[src/rtl/instr_fetch.sv]
// instr_fetch: presents a small program store to a pipeline one entry at a time.
// Each entry is held on `next` for HOLD non-stalled cycles. A run is framed by
// HOLD cycles of NOP (zero) before it (PRIME) and HOLD cycles of NOP after it
// (DRAIN). A single-cycle `done` pulse follows DRAIN.
//
// Optional feature: define FETCH_LOOP_EN to make ISSUE loop from the last
// entry back to entry 0. In that build a `start` seen in ISSUE requests a stop,
// and the run drains at the next program-end boundary.
//
// Ports:
//   clk        rising-edge clock
//   rst_n      synchronous active-low reset (program store is not reset)
//   load_en    program store write strobe, accepted in any state
//   load_addr  program store write address
//   load_data  program store write data
//   len        program length in entries, sampled on an accepted start; clipped to DEPTH
//   start      begin-issue pulse; ignored while a run is in progress
//   stall      freezes state, pc, hold counter and next while a run is active
//   next       instruction presented downstream (registered)
//   pc         index of the entry currently presented (0 outside ISSUE)
//   busy       high in PRIME and ISSUE
//   done       one-cycle pulse after DRAIN completes
//   dbg_state  current FSM state (0 IDLE, 1 PRIME, 2 ISSUE, 3 DRAIN)
//
// Handshake: there is no valid/ready pair. `start` is a level sampled on the
// clock edge while IDLE. `stall` is a level that holds every run register on
// any edge where it is high.
module instr_fetch #(
  parameter int WIDTH = 4,
  parameter int DEPTH = 8,
  parameter int HOLD  = 4
) (
  input  logic                     clk,
  input  logic                     rst_n,
  input  logic                     load_en,
  input  logic [$clog2(DEPTH)-1:0] load_addr,
  input  logic [WIDTH-1:0]         load_data,
  input  logic [$clog2(DEPTH):0]   len,
  input  logic                     start,
  input  logic                     stall,
  output logic [WIDTH-1:0]         next,
  output logic [$clog2(DEPTH)-1:0] pc,
  output logic                     busy,
  output logic                     done,
  output logic [1:0]               dbg_state
);
  localparam int PW = $clog2(DEPTH);
  localparam int LW = PW + 1;
  localparam int HW = (HOLD > 1) ? $clog2(HOLD) : 1;
  localparam logic [HW-1:0] HOLD_LAST = HW'(HOLD - 1);
  localparam logic [LW-1:0] DEPTH_L   = LW'(DEPTH);

  localparam logic [1:0] IDLE  = 2'd0;
  localparam logic [1:0] PRIME = 2'd1;
  localparam logic [1:0] ISSUE = 2'd2;
  localparam logic [1:0] DRAIN = 2'd3;

  logic [WIDTH-1:0] store [DEPTH];
  logic [1:0]       state;
  logic [PW-1:0]    pc_q;
  logic [HW-1:0]    hold_cnt;
  logic [WIDTH-1:0] next_q;
  logic             done_q;
  logic [LW-1:0]    len_q;
`ifdef FETCH_LOOP_EN
  logic             stop_req;
`endif

  logic          hold_last;
  logic          last_entry;
  logic [PW-1:0] pc_inc;

  assign hold_last  = (hold_cnt == HOLD_LAST);
  assign pc_inc     = pc_q + PW'(1);
  assign last_entry = ({1'b0, pc_q} == (len_q - LW'(1)));

  // The store is never reset, so loaded contents survive a reset.
  always_ff @(posedge clk) begin
    if (load_en) store[load_addr] <= load_data;
  end

  always_ff @(posedge clk) begin
    if (!rst_n) begin
      state    <= IDLE;
      pc_q     <= '0;
      hold_cnt <= '0;
      next_q   <= '0;
      done_q   <= 1'b0;
      len_q    <= '0;
`ifdef FETCH_LOOP_EN
      stop_req <= 1'b0;
`endif
    end else begin
      done_q <= 1'b0;
      case (state)
        IDLE: begin
          if (start && (len != '0)) begin
            len_q    <= (len > DEPTH_L) ? DEPTH_L : len;
            hold_cnt <= '0;
            pc_q     <= '0;
            next_q   <= '0;
            state    <= PRIME;
`ifdef FETCH_LOOP_EN
            stop_req <= 1'b0;
`endif
          end
        end
        PRIME: begin
          if (!stall) begin
            if (hold_last) begin
              hold_cnt <= '0;
              pc_q     <= '0;
              next_q   <= store[{PW{1'b0}}];
              state    <= ISSUE;
            end else begin
              hold_cnt <= hold_cnt + HW'(1);
            end
          end
        end
        ISSUE: begin
`ifdef FETCH_LOOP_EN
          // A stop request is remembered even across stalled cycles.
          if (start) stop_req <= 1'b1;
`endif
          if (!stall) begin
            if (hold_last) begin
              hold_cnt <= '0;
              if (last_entry) begin
`ifdef FETCH_LOOP_EN
                // A start arriving on the boundary cycle itself still counts.
                if (stop_req || start) begin
                  state    <= DRAIN;
                  next_q   <= '0;
                  pc_q     <= '0;
                  stop_req <= 1'b0;
                end else begin
                  pc_q   <= '0;
                  next_q <= store[{PW{1'b0}}];
                end
`else
                state  <= DRAIN;
                next_q <= '0;
                pc_q   <= '0;
`endif
              end else begin
                // next only reloads on a boundary, so a write to the entry
                // being presented cannot show up mid-hold.
                pc_q   <= pc_inc;
                next_q <= store[pc_inc];
              end
            end else begin
              hold_cnt <= hold_cnt + HW'(1);
            end
          end
        end
        DRAIN: begin
          if (!stall) begin
            if (hold_last) begin
              hold_cnt <= '0;
              state    <= IDLE;
              done_q   <= 1'b1;
            end else begin
              hold_cnt <= hold_cnt + HW'(1);
            end
          end
        end
        default: state <= IDLE;
      endcase
    end
  end

  assign next      = next_q;
  assign pc        = pc_q;
  assign busy      = (state == PRIME) || (state == ISSUE);
  assign done      = done_q;
  assign dbg_state = state;
endmodule

[config.mk]
export PLATFORM = sky130hd
export DESIGN_NAME = instr_fetch
export DESIGN_NICKNAME = d
export VERILOG_FILES = /design/src/rtl/instr_fetch.sv
export SDC_FILE = /design/constraint.sdc
export NUM_CORES = 1
export LEC_CHECK = 0
export CAP_MARGIN = 40
export CORE_MARGIN = 5
export CORE_UTILIZATION = 25
export CTS_BUF_LIST = sky130_fd_sc_hd__clkbuf_16
export DETAILED_ROUTE_END_ITERATION = 10
export SLEW_MARGIN = 25
export SYNTH_ARGS = -nofsm -noshare
export SYNTH_HDL_FRONTEND = slang
export SYNTH_SLANG_ARGS = --single-unit
[constraint.sdc]
create_clock -name clk -period 2.7 [get_ports clk]
set_input_delay 0.54 -clock clk [delete_from_list [all_inputs] [get_ports clk]]
set_output_delay 0.54 -clock clk [all_outputs]
set_load 0.02 [all_outputs]
Yosys cells after proc, flatten, opt, wreduce, memory -nomap -nowiden:

Memory sizes are Yosys's and may differ from the RTL's.
Index checks and enable logic that the tools add are counted.
Widths: inputs -> output; s select.

* RAM bits: 32
* register bits after elaboration: 16
* bits in latches: 0
* memory bits (read-only): 0
* output and inout port bits: 11
* memories: 1
* input port bits: 16

Memory list
* store: depth 8, bits a word 4, read ports 2, clocked after Yosys merged registers in 0, write ports 1, RTL line 58 `logic [WIDTH-1:0] store [DEPTH];`

* reductions and logical operators: 11
* multiplexer cells: 31
* bitwise logic cells: 2
* multipliers: 0
* equality and inequality tests: 14
* divide/modulo/power cells: 0
* add/sub/neg operators: 3
* order comparisons: 1
* shift-type cells: 0

Operators by type and width (number)
* $mux 4: 7
* $mux 2: 11
* $mux 3: 6
* $ne 2x2->1 const B: 9
* $pmux 4 s3: 1
* $pmux 3 s3: 1
* $pmux 2 s4: 1
* $reduce_and 8->1: 1
* $eq 2x2->1 const B: 3
* $reduce_and 6->1: 1
* $reduce_or 3->1: 2
* $eq 3x4->1: 1
* $gt 4x4->1 const B: 1
* $pmux 2 s2: 1
* $reduce_and 2->1: 2
* $reduce_bool 4->1: 1
* $sub 4x1->4 const B: 1
* $add 3x1->3 const B: 1
* $mux 1: 3
* $reduce_bool 3->1: 1
* $add 2x1->2 const B: 1
* $eq 2x1->1 const B: 1
* $logic_not 2->1: 1
* $not 1->1: 2
* other kinds (2): 2

Longest topological paths before layout:

* word-level depth: 6
* gate-level depth with buffers: 7
* depth with buffers taken out: 7

Worst setup path after synthesis:

Ideal clock, no wire load.

* kind: reg-to-reg
* from: reg state[0], in the netlist dbg_state[0]
* to: reg pc_q[2], in the netlist pc[2]
* path slack: 0.631 ns
* arrival: 1.992 ns
* cell stages (with the launch flop): 8
* period minus slack after synthesis: 2.069 ns
* cell sequence: dfxtp_1 -> inv_1 -> ha_1 -> or2b_1 -> o221ai_2 -> o21bai_4 -> or4_1 -> a31oi_1

* cells in the longest elaborated chain, start to end: 3

RTL lines
* start: declaration: RTL line 59 `logic [1:0] state;`
* start signal: assignment: RTL line 84 `state <= IDLE;`
* start signal: assignment: RTL line 102 `state <= PRIME;`
* start signal: assignment: RTL line 114 `state <= ISSUE;`
* $eq 2x2->1, or another cell as far along: RTL line 95 `case (state)`
* $ne 2x2->1 (no source line) / $reduce_bool 3->1 (equally long branches)
* $reduce_and 6->1 (no source line)
* end signal: assignment: RTL line 148 `pc_q <= pc_inc;`
* end: declaration: RTL line 60 `logic [PW-1:0] pc_q;`

Several ways; a longest one is shown, not always the timed one.
A chain may end at the register's enable or synchronous reset.

Final worst setup path:

* from: reg state[0], in the netlist dbg_state[0]
* to: out busy

* cells in the longest elaborated chain, start to end: 2

RTL lines
* $eq 2x1->1 / $eq 2x2->1 (equally long branches): RTL line 174 `assign busy = (state == PRIME) || (state == ISSUE);`
* $logic_or 1x1->1 (*): RTL line 174
* end: declaration: RTL line 43 `output logic busy,`

Every way passes the cells marked *; elsewhere a longest branch is shown, timed or not.

==> results.md <==
- Status: complete, no violations
- Drt total wl: a little over 4000 um
- Detailed Route Iter0 Violations: 33
- Cell with the most instances after synthesis: edfxtp_1
- Drt drc: 0
- Clock Latency Late Sink: ~290 ps
- CTS resizes: 0
- Syn Area/Cell: between 10 and 15 um2
- Cell taking the most area after synthesis: edfxtp_1
- Die Height: about 100 um
- Place WS: 365 ps
- Area growth from synthesis to layout: 27.8%
- RSZ-0062 raised after global routing: false
- Routability cong.: between 0.7 and 0.8
- ANT cells: 0
- Post-CTS Setup Repair Bufs: 0
- CP peak stage delay: between 600 and 700 ps
- Kind of critical path: flip-flop to output pin
- CTS tree: yes
- LEAKAGE: just over 0.9 nW
- Clock root buffer: clkbuf_16
- Fin nets: ~220
- Core region area: about 8600 um2
- Fmax: roughly 420 MHz
- Largest net degree at the start of global routing: 17
- Slew Limit Fails: 0
- Tot GR Track Use: under 10%
- Pre-antenna DRT Iters: 4
- Worst-margin pin slew: about 590 ps
- MaxCap Viol Count: 0
- Final TNS setup: 0 ps
- Clock sink count: 48
- WL/cell: ~14 um
- Setup-failing EPs final: 0
- Syn Nets: between 150 and 200
- CTS H-tree depth: 2
- Syn. warnings: 0
- Seq/Total Area, Yosys: just under 60%
- Share of cells above drive strength 1: between 10% and 20%
- Vias in the first global route: between 1000 and 1500
- Crit-path max FO: 5
- Vias per cell: around 4.3
- Cts hold-fix bufs: 0
- Mapped Area: 2180 um2
- Post-synth top flop: edfxtp_1
- Mapped Cells: 160
- Slowest cell on the critical path: clkdlybuf4s50_1
- Worst hold path type: flip-flop to flip-flop
- Max_slew headroom: between 60% and 70%
- Via count: between 1000 and 1500
- Cell Rows: 34
- Netlist cell types: 39
- Clock Skew: approximately 2.6 ps
- Post-DP HPWL: between 3000 and 4000 um
- Cts bufs inserted: 5
- Buffers from clock root to sink, at most: 2
- Die area: 10700 um2
- Synth cell count leaders: 32 x edfxtp_1, 16 x dfxtp_1, 15 x nor2_1
- Chip width: between 100 and 150 um
- Crit-path leading delay family: buffers and inverters
- Synthesis-stage register bit count: 48
- IO Pins: 27
- Post-synth EDFFs: 32
- Min Clock Period, post-route: 2380 ps
- WP buf/inv: 2
- Maximum VDD drop: approximately 0.30 mV
- Setup slack after layout: around 320 ps
- Gr ovfl total: 0
- Worst EP required: approximately 2200 ps
- Initial antenna violation count: 0
- Startpoint types: flip-flop
- IO Port Bufs: 26
- Fin crit share: 88.2%
- Synth area leaders: edfxtp_1 44%, dfxtp_1 15%, mux4_2 8.3%
- First-pass GRT wire length: about 6700 um
- Async set-or-reset flop fraction in the synthesized netlist: 0%
- Initial Util: 25.4%
- Pwr per Cell Area: between 800 and 900 nW/um2
- Final Hold Fails: 0
- Crit path cell chain: inv_1 -> ha_1 -> clkdlybuf4s50_1
- Clk slew on worst S/H paths: ~60 ps
- Share of the synthesized area in the top cell type: 44.1%
- Crit. End Element: output pin
- Routed Antenna Nets: 0
- Worst endpoint data arrival time: 1840 ps
==> where the power goes <==
| part | leakage, nW | internal (mW) | switching (mW) |
|---|---|---|---|
| Sequential | 0.420 | 0.835 | 0.0406 |
| Clock | 0.0944 | 0.534 | 0.273 |
| Combinational | 0.413 | 0.292 | 0.372 |
| Total | 0.928 | 1.66 | 0.686 |
==> per-stage QoR <==
step	std cells	power (mW)	hold WS, ps	instance area [um2]	utilization, %
after floorplan	160	1.36	473	2180	-
after global placement	295	1.56	483	2590	30.2
after detailed placement	295	1.56	486	2590	30.2
after CTS	303	2.37	496	2790	32.4
after global routing	303	2.47	524	2790	32.4
final	303	2.35	495	2790	32.4
==> cell usage in the layout (no fill, tap or decap), drive strengths merged, types with 2 or more instances in the layout <==
cell type      Yosys  layout
nand2b             3       3
bufinv             0       2
or4                2       2
nor3b              3       3
nand3              3       3
dfxtp             16      16
a22oi              2       2
nor2              15      15
clkbuf             1       5
a21oi              6       6
xor2               2       2
buf                2       4
a32o               4       4
nor3               3       3
inv                8       9
o21ai              4       4
nand2             14      14
mux2i              5       5
edfxtp            32      32
ha                 8       8
clkdlybuf4s50      0      26
mux4               8       8
xnor2              4       4
==> path summary, 6_finish.rpt <==
check                  end  cells past startpoint  slack [ps]          from
setup / recovery      busy                      3         320  dbg_state[0]
setup reg to reg     pc[2]                      7         610  dbg_state[0]
hold reg to reg   len_q[3]                      2         490      len_q[3]
hold / removal    len_q[3]                      2         490      len_q[3]
==> per-layer routing <==
layer / track usage, % / up-vias / part of all wire, % / wire length [um]
li1: - / 664 / - / -
met1: 9.87 / 620 / 46 / 1910
met2: 14.4 / 29 / 48 / 1960
met3: 2.55 / 2 / 5.6 / 231
met4: 1.49 / 0 / 0.49 / 20
met5: 0 / - / 0 / 0
==> worst min-delay path, stage by stage (launching register included) <==
cell     delay, ps
dfxtp_1        340
nand2_1         60
a21oi_1         50
==> kinds of logic (layout without fill, tap and decap cells) <==
logic type / count (synthesis) / after routing / share of synthesized area, %
mux: 13 / 13 / 10.6
xor+xnor: 6 / 6 / 3.10
fa+ha+maj: 8 / 8 / 4.59
flops: 48 / 48 / 58.8
compound gates: 24 / 24 / 9.42
simple gates: 49 / 49 / 11.4
buf+inv: 12 / 47 / 2.18
==> cell type report <==
cell class                      instances  area, um2
Tap cell                              108        135
Clock inverter                          3       68.8
Fill cell                             848       5810
Multi-Input combinational cell        100        851
Inverter                                9       33.8
Timing Repair Buffer                   30        290
Clock buffer                            5        125
Sequential cell                        48       1280
==> sequential cells by signal, summed over array words and instances, names as in the netlist <==
name / flops
dbg_state: 2
store: 32
pc: 3
done: 1
len_q: 4
next: 4
hold_cnt: 2
Power figures use the tool's default switching activity.
